[config.mk]
export PLATFORM = sky130hd
export DESIGN_NAME = monkey_anim_controller
export DESIGN_NICKNAME = d
export VERILOG_FILES = /design/src/rtl/monkey_pkg.sv /design/src/rtl/frame_tick_counter.sv /design/src/rtl/monkey_anim_controller.sv
export SDC_FILE = /design/constraint.sdc
export NUM_CORES = 1
export LEC_CHECK = 0
export BUFFER_PORTS_ARGS = -buffer_cell sky130_fd_sc_hd__buf_2
export CORE_UTILIZATION = 35
export CTS_BUF_LIST = sky130_fd_sc_hd__clkbuf_8 sky130_fd_sc_hd__clkbuf_16
export CTS_CLUSTER_DIAMETER = 100
export DETAILED_ROUTE_END_ITERATION = 6
export SLEW_MARGIN = 10
export SYNTH_ARGS = -nofsm -noshare
export SYNTH_HDL_FRONTEND = slang
export SYNTH_HIERARCHICAL = 1
export SYNTH_SLANG_ARGS = --single-unit
[constraint.sdc]
create_clock -name clk -period 4.6 [get_ports clk]
set_clock_uncertainty 0.1 [all_clocks]
set_input_delay 0.92 -clock clk [delete_from_list [all_inputs] [get_ports clk]]
set_output_delay 0.92 -clock clk [all_outputs]
set_load 0.005 [all_outputs]
[src/rtl/monkey_pkg.sv]
// Shared types for the monkey sprite sequencer: FSM states, bitmap frame codes,
// screen coordinate width and the state-to-bitmap mapping.
package monkey_pkg;

  localparam int COORD_W = 11;

  typedef enum logic [2:0] {
    IDLE,
    BEAT_L,
    BEAT_R,
    GRAB,
    THROW
  } monkey_state_t;

  typedef enum logic [1:0] {
    FR_IDLE,
    FR_BEAT_L,
    FR_BEAT_R,
    FR_THROW
  } monkey_frame_t;

  // GRAB reuses the idle bitmap; only the throw pose has its own art.
  function automatic monkey_frame_t frame_for(monkey_state_t s);
    case (s)
      BEAT_L:  frame_for = FR_BEAT_L;
      BEAT_R:  frame_for = FR_BEAT_R;
      THROW:   frame_for = FR_THROW;
      default: frame_for = FR_IDLE;
    endcase
  endfunction

endpackage

[src/rtl/frame_tick_counter.sv]
// 8-bit video-frame counter: counts startOfFrame pulses, saturates at 255, and
// flags expiry when a pulse arrives while the count sits at limit-1.
module frame_tick_counter (
  input  logic       clk,
  input  logic       resetN,
  input  logic       clear,
  input  logic       tick,
  input  logic [7:0] limit,
  output logic [7:0] count,
  output logic       expired
);

  assign expired = tick && (count == (limit - 8'd1));

  // Clear wins over tick so a state change always starts the next state at 0.
  always_ff @(posedge clk or negedge resetN) begin
    if (!resetN) begin
      count <= 8'd0;
    end else if (clear) begin
      count <= 8'd0;
    end else if (tick && (count != 8'hFF)) begin
      count <= count + 8'd1;
    end
  end

endmodule

[src/rtl/monkey_anim_controller.sv]
// Per-video-frame monkey animation sequencer: IDLE -> chest beats -> GRAB -> THROW,
// driving the bitmap select, sprite position and the barrel-throw request.
module monkey_anim_controller
  import monkey_pkg::*;
#(
  parameter int IDLE_FRAMES  = 60,
  parameter int BEAT_FRAMES  = 8,
  parameter int BEAT_REPEATS = 3,
  parameter int GRAB_FRAMES  = 16,
  parameter int THROW_FRAMES = 12,
  parameter int HOME_X       = 64,
  parameter int HOME_Y       = 32,
  parameter int HOP_PX       = 2
) (
  input  logic                 clk,
  input  logic                 resetN,
  input  logic                 startOfFrame,
  input  logic                 enable,
  input  logic                 throwAck,
  output logic [1:0]           frameSel,
  output logic [COORD_W-1:0]   topLeftX,
  output logic [COORD_W-1:0]   topLeftY,
  output logic                 throwReq,
  output logic                 busy,
  output logic [2:0]           state_dbg
);

  // Handshake: throwReq is a level request raised on entry to THROW and held until
  // throwAck is sampled high on any clk edge; the transfer happens on that edge.
  // Acks outside THROW, or after the first one, are ignored.

  monkey_state_t state_q, state_d;
  logic [3:0]    beat_q, beat_d;
  logic          req_q, req_d;
  logic          ack_seen_q, ack_seen_d;
  logic [7:0]    limit;
  logic [7:0]    cnt;
  logic          expired;
  logic          cnt_clear;

  frame_tick_counter u_frame_cnt (
    .clk     (clk),
    .resetN  (resetN),
    .clear   (cnt_clear),
    .tick    (startOfFrame),
    .limit   (limit),
    .count   (cnt),
    .expired (expired)
  );

  always_comb begin
    state_d    = state_q;
    beat_d     = beat_q;
    req_d      = req_q;
    ack_seen_d = ack_seen_q;
    case (state_q)
      BEAT_L, BEAT_R: limit = 8'(BEAT_FRAMES);
      GRAB:           limit = 8'(GRAB_FRAMES);
      THROW:          limit = 8'(THROW_FRAMES);
      default:        limit = 8'(IDLE_FRAMES);
    endcase

    if (!enable) begin
      state_d    = IDLE;
      beat_d     = 4'd0;
      req_d      = 1'b0;
      ack_seen_d = 1'b0;
    end else begin
      case (state_q)
        IDLE:   if (expired) state_d = BEAT_L;
        BEAT_L: if (expired) state_d = BEAT_R;
        BEAT_R: begin
          if (expired) begin
            if (beat_q == 4'(BEAT_REPEATS - 1)) begin
              state_d = GRAB;
              beat_d  = 4'd0;
            end else begin
              state_d = BEAT_L;
              beat_d  = beat_q + 4'd1;
            end
          end
        end
        GRAB: begin
          if (expired) begin
            state_d    = THROW;
            req_d      = 1'b1;
            ack_seen_d = 1'b0;
          end
        end
        THROW: begin
          if (throwAck && !ack_seen_q) begin
            req_d      = 1'b0;
            ack_seen_d = 1'b1;
          end
          // An ack arriving on the same clk as the exit pulse still counts.
          if (startOfFrame && (cnt >= 8'(THROW_FRAMES - 1)) && (ack_seen_q || throwAck)) begin
            state_d    = IDLE;
            req_d      = 1'b0;
            ack_seen_d = 1'b0;
          end
        end
        default: state_d = IDLE;
      endcase
    end

    cnt_clear = !enable || (state_d != state_q);
  end

  always_ff @(posedge clk or negedge resetN) begin
    if (!resetN) begin
      state_q    <= IDLE;
      beat_q     <= 4'd0;
      req_q      <= 1'b0;
      ack_seen_q <= 1'b0;
      frameSel   <= FR_IDLE;
      topLeftY   <= COORD_W'(HOME_Y);
      busy       <= 1'b0;
    end else begin
      state_q    <= state_d;
      beat_q     <= beat_d;
      req_q      <= req_d;
      ack_seen_q <= ack_seen_d;
      frameSel   <= frame_for(state_d);
      topLeftY   <= ((state_d == BEAT_L) || (state_d == BEAT_R)) ?
                    COORD_W'(HOME_Y - HOP_PX) : COORD_W'(HOME_Y);
      busy       <= (state_d != IDLE);
    end
  end

  assign topLeftX  = COORD_W'(HOME_X);
  assign throwReq  = req_q;
  assign state_dbg = state_q;

endmodule

==> reports/metrics.cfg <==
[critical_path]
cp-endpoint=beat_q[3]$_DFFE_PN0P_
timing.rr.start=state_dbg[2]$_DFF_PN0_
critPathLaunchType=register
worstPathRequired_ns=4.66
end_kind=register
rr_worst_depth=12
crit_start=state_dbg[2]$_DFF_PN0_
worstPathMaxFanout=9
setup.worst_path.class=register to register
arrival_ns=3.47
r2r_end=beat_q[3]$_DFFE_PN0P_
r2r_setup_slack_ns=1.20

[route]
routed_via_density=4.86
detail_route.wl_per_cell_um=11.5
drc=0
drtAntennaViolNets=0
vias=1219
drt_pre_antenna_iters=4
wirelength_mm=2.88
drt_iter0_drc=50

[pwr]
total_power_uw=405
powerDensity_nw_per_um2=232
ir_drop_mv=0.102
p_leak_uw=0.000816

[finish]
fillers=438
stdcell_count=251
antenna_cells=0
nets=209
area_delta_synth_final_pct=7.30
seqCellArea_um2=552
drive_above_1_share=0.146
utilization=0.396
multi_input_area_um2=937

[die]
fp-row-count=24
fp.dieW_um=70.2
die_h_um=70.2
initial_core_util=0.369
io_pins=34
core-area_um2=4410
die-area_um2=4930

[timing]
finalSetupTns_ns=0
min_period_ns=3.40
rsz0062_at_grt=false
slew_headroom=0.593
setup_viol=0
maxSlewViolCount=0
tightestPinTransition_ns=0.604
hold_violations=0
period_share=0.740
fmax_mhz=294

[global_routing]
grt-ovfl-total=0
grt_use_total=0.123
antenna_found_initial=0
grt_pass1_vias=1026
grt_pass1_wl_mm=4.83
grt_max_degree=23

[logic_synthesis]
synth-main-ff-cell=dfrtp_1
synth_area_leaders=dfrtp_1 (32%), buf_4 (9.2%), xnor2_1 (5.9%)
yosys.area_share.adder=0.0307
synth_top_family_by_area=simple AND/OR/NAND/NOR gates
synth.most_common_cell=dfrtp_1
yosysTopAreaCellShare=0.323
yosysTopAreaCell=dfrtp_1
synth-compound-area-share=0.131
synthSimpleGateAreaFrac=0.224
ys_ff_latch=22
syn_avg_cell_area_um2=9.04
synth_edf_count=0
synthMuxAreaShare=0.0123
synthArstFlopShare=1.00
synthCells=180
synthXorXnorAreaFrac=0.113
synth_area_um2=1630
yosysSeqAreaShare=0.339
synth_common_cells=dfrtp_1 (21), buf_4 (20), nor2_1 (16)
synthDistinctLibCells=48
yosys_warnings=6

[cts]
cts.sinks=22
post-cts-setup-buffer-count=0
h-tree-depth=1
cts_made_buffers=3
clk_latency_ns=0.26
cts_tree=yes
hold_buffers=0
cts_buffer_depth=2
cts.repair.resized=0
clk_pin_slew_ns=0.08
root_buffer=clkbuf_8

[min_path]
hp-class=register to register
min_from=beat_q[2]$_DFFE_PN0P_
hold_path_depth=2

[placement]
io_buffer_count=16
hpwl_mm=2.08
place_congestion=0.780
dp.cells=247

[run_status]
status=finished, final reports clean

[job]
cap_violations=0

sequential cells by signal (all words and copies together) (netlist names):
name	flops
frameSel	2
throwReq	1
busy	1
topLeftY	2
u_frame_cnt/count	8
ack_seen_q	1
state_dbg	3
beat_q	4
worst min path at each step:
stage	to	slack, ns
floorplan	ack_seen_q$_DFFE_PN0P_	0.44
global placement	beat_q[2]$_DFFE_PN0P_	0.49
detailed placement	ack_seen_q$_DFFE_PN0P_	0.49
CTS	beat_q[2]$_DFFE_PN0P_	0.51
global route	ack_seen_q$_DFFE_PN0P_	0.53
finish	beat_q[2]$_DFFE_PN0P_	0.50
layout make-up:
| type | instances | share of cell area |
|---|---|---|
| timing repair buffer | 18 | 0.0544 |
| multi-input combinational | 148 | 0.537 |
| clock buffer | 3 | 0.0236 |
| tap | 52 | 0.0372 |
| clock inverter | 1 | 0.0172 |
| inverter | 7 | 0.0150 |
| sequential | 22 | 0.316 |
stage by stage:
step	area (um^2)	hold WS [ns]	setup WS, ns
3_5_place_dp	1680	0.492	1.21
2_1_floorplan	1730	0.443	1.44
4_1_cts	1750	0.507	1.19
5_1_grt	1750	0.530	0.825
3_3_place_gp	1680	0.486	1.28
6_report	1750	0.501	1.20
power by group:
part           switching [uW]  internal [uW]  leakage [uW]  total (uW)
Combinational            18.4           8.73      0.000478        27.1
Clock                    63.5            116     0.0000357         180
Sequential               3.44            195      0.000303         198
Total                    85.3            320      0.000816         405
layer usage:
| layer | wire, um | share of wire | GRT usage |
|---|---|---|---|
| met5 | 0 | 0 | 0 |
| met2 | 1240 | 0.43 | 0.186 |
| met3 | 169 | 0.059 | 0.0231 |
| met1 | 1440 | 0.50 | 0.176 |
| met4 | 36 | 0.012 | 0.0400 |
critical path, cell delays in order (launching register included):
cell and delay, ns:
dfrtp_1 0.50, inv_1 0.20, xnor2_1 0.42, nand2b_1 0.28, xnor2_1 0.16, xnor2_1 0.07
or4_1 0.50, a211oi_1 0.18, buf_4 0.19, and4bb_2 0.30, nand4_1 0.13, xnor2_1 0.13
and2_1 0.14
layout by cell type, fill, tap and decap left out, types with 7 or more instances in the layout:
cell type / count
conb_1: 28
dfrtp_1: 21
nor2_1: 16
buf_2: 16
xnor2_1: 11
xor2_1: 10
o21ai_0: 9
inv_1: 7
nand2_1: 7
kinds of logic (layout without fill, tap and decap cells):
group	Yosys count	count (layout)
simple gates	62	62
buf+inv	36	29
compound gates	31	31
flops	22	22
xor+xnor	21	21
fa+ha+maj	4	4
other cells	2	28
mux	2	2
No activity file was read; power rests on OpenSTA's default activity.
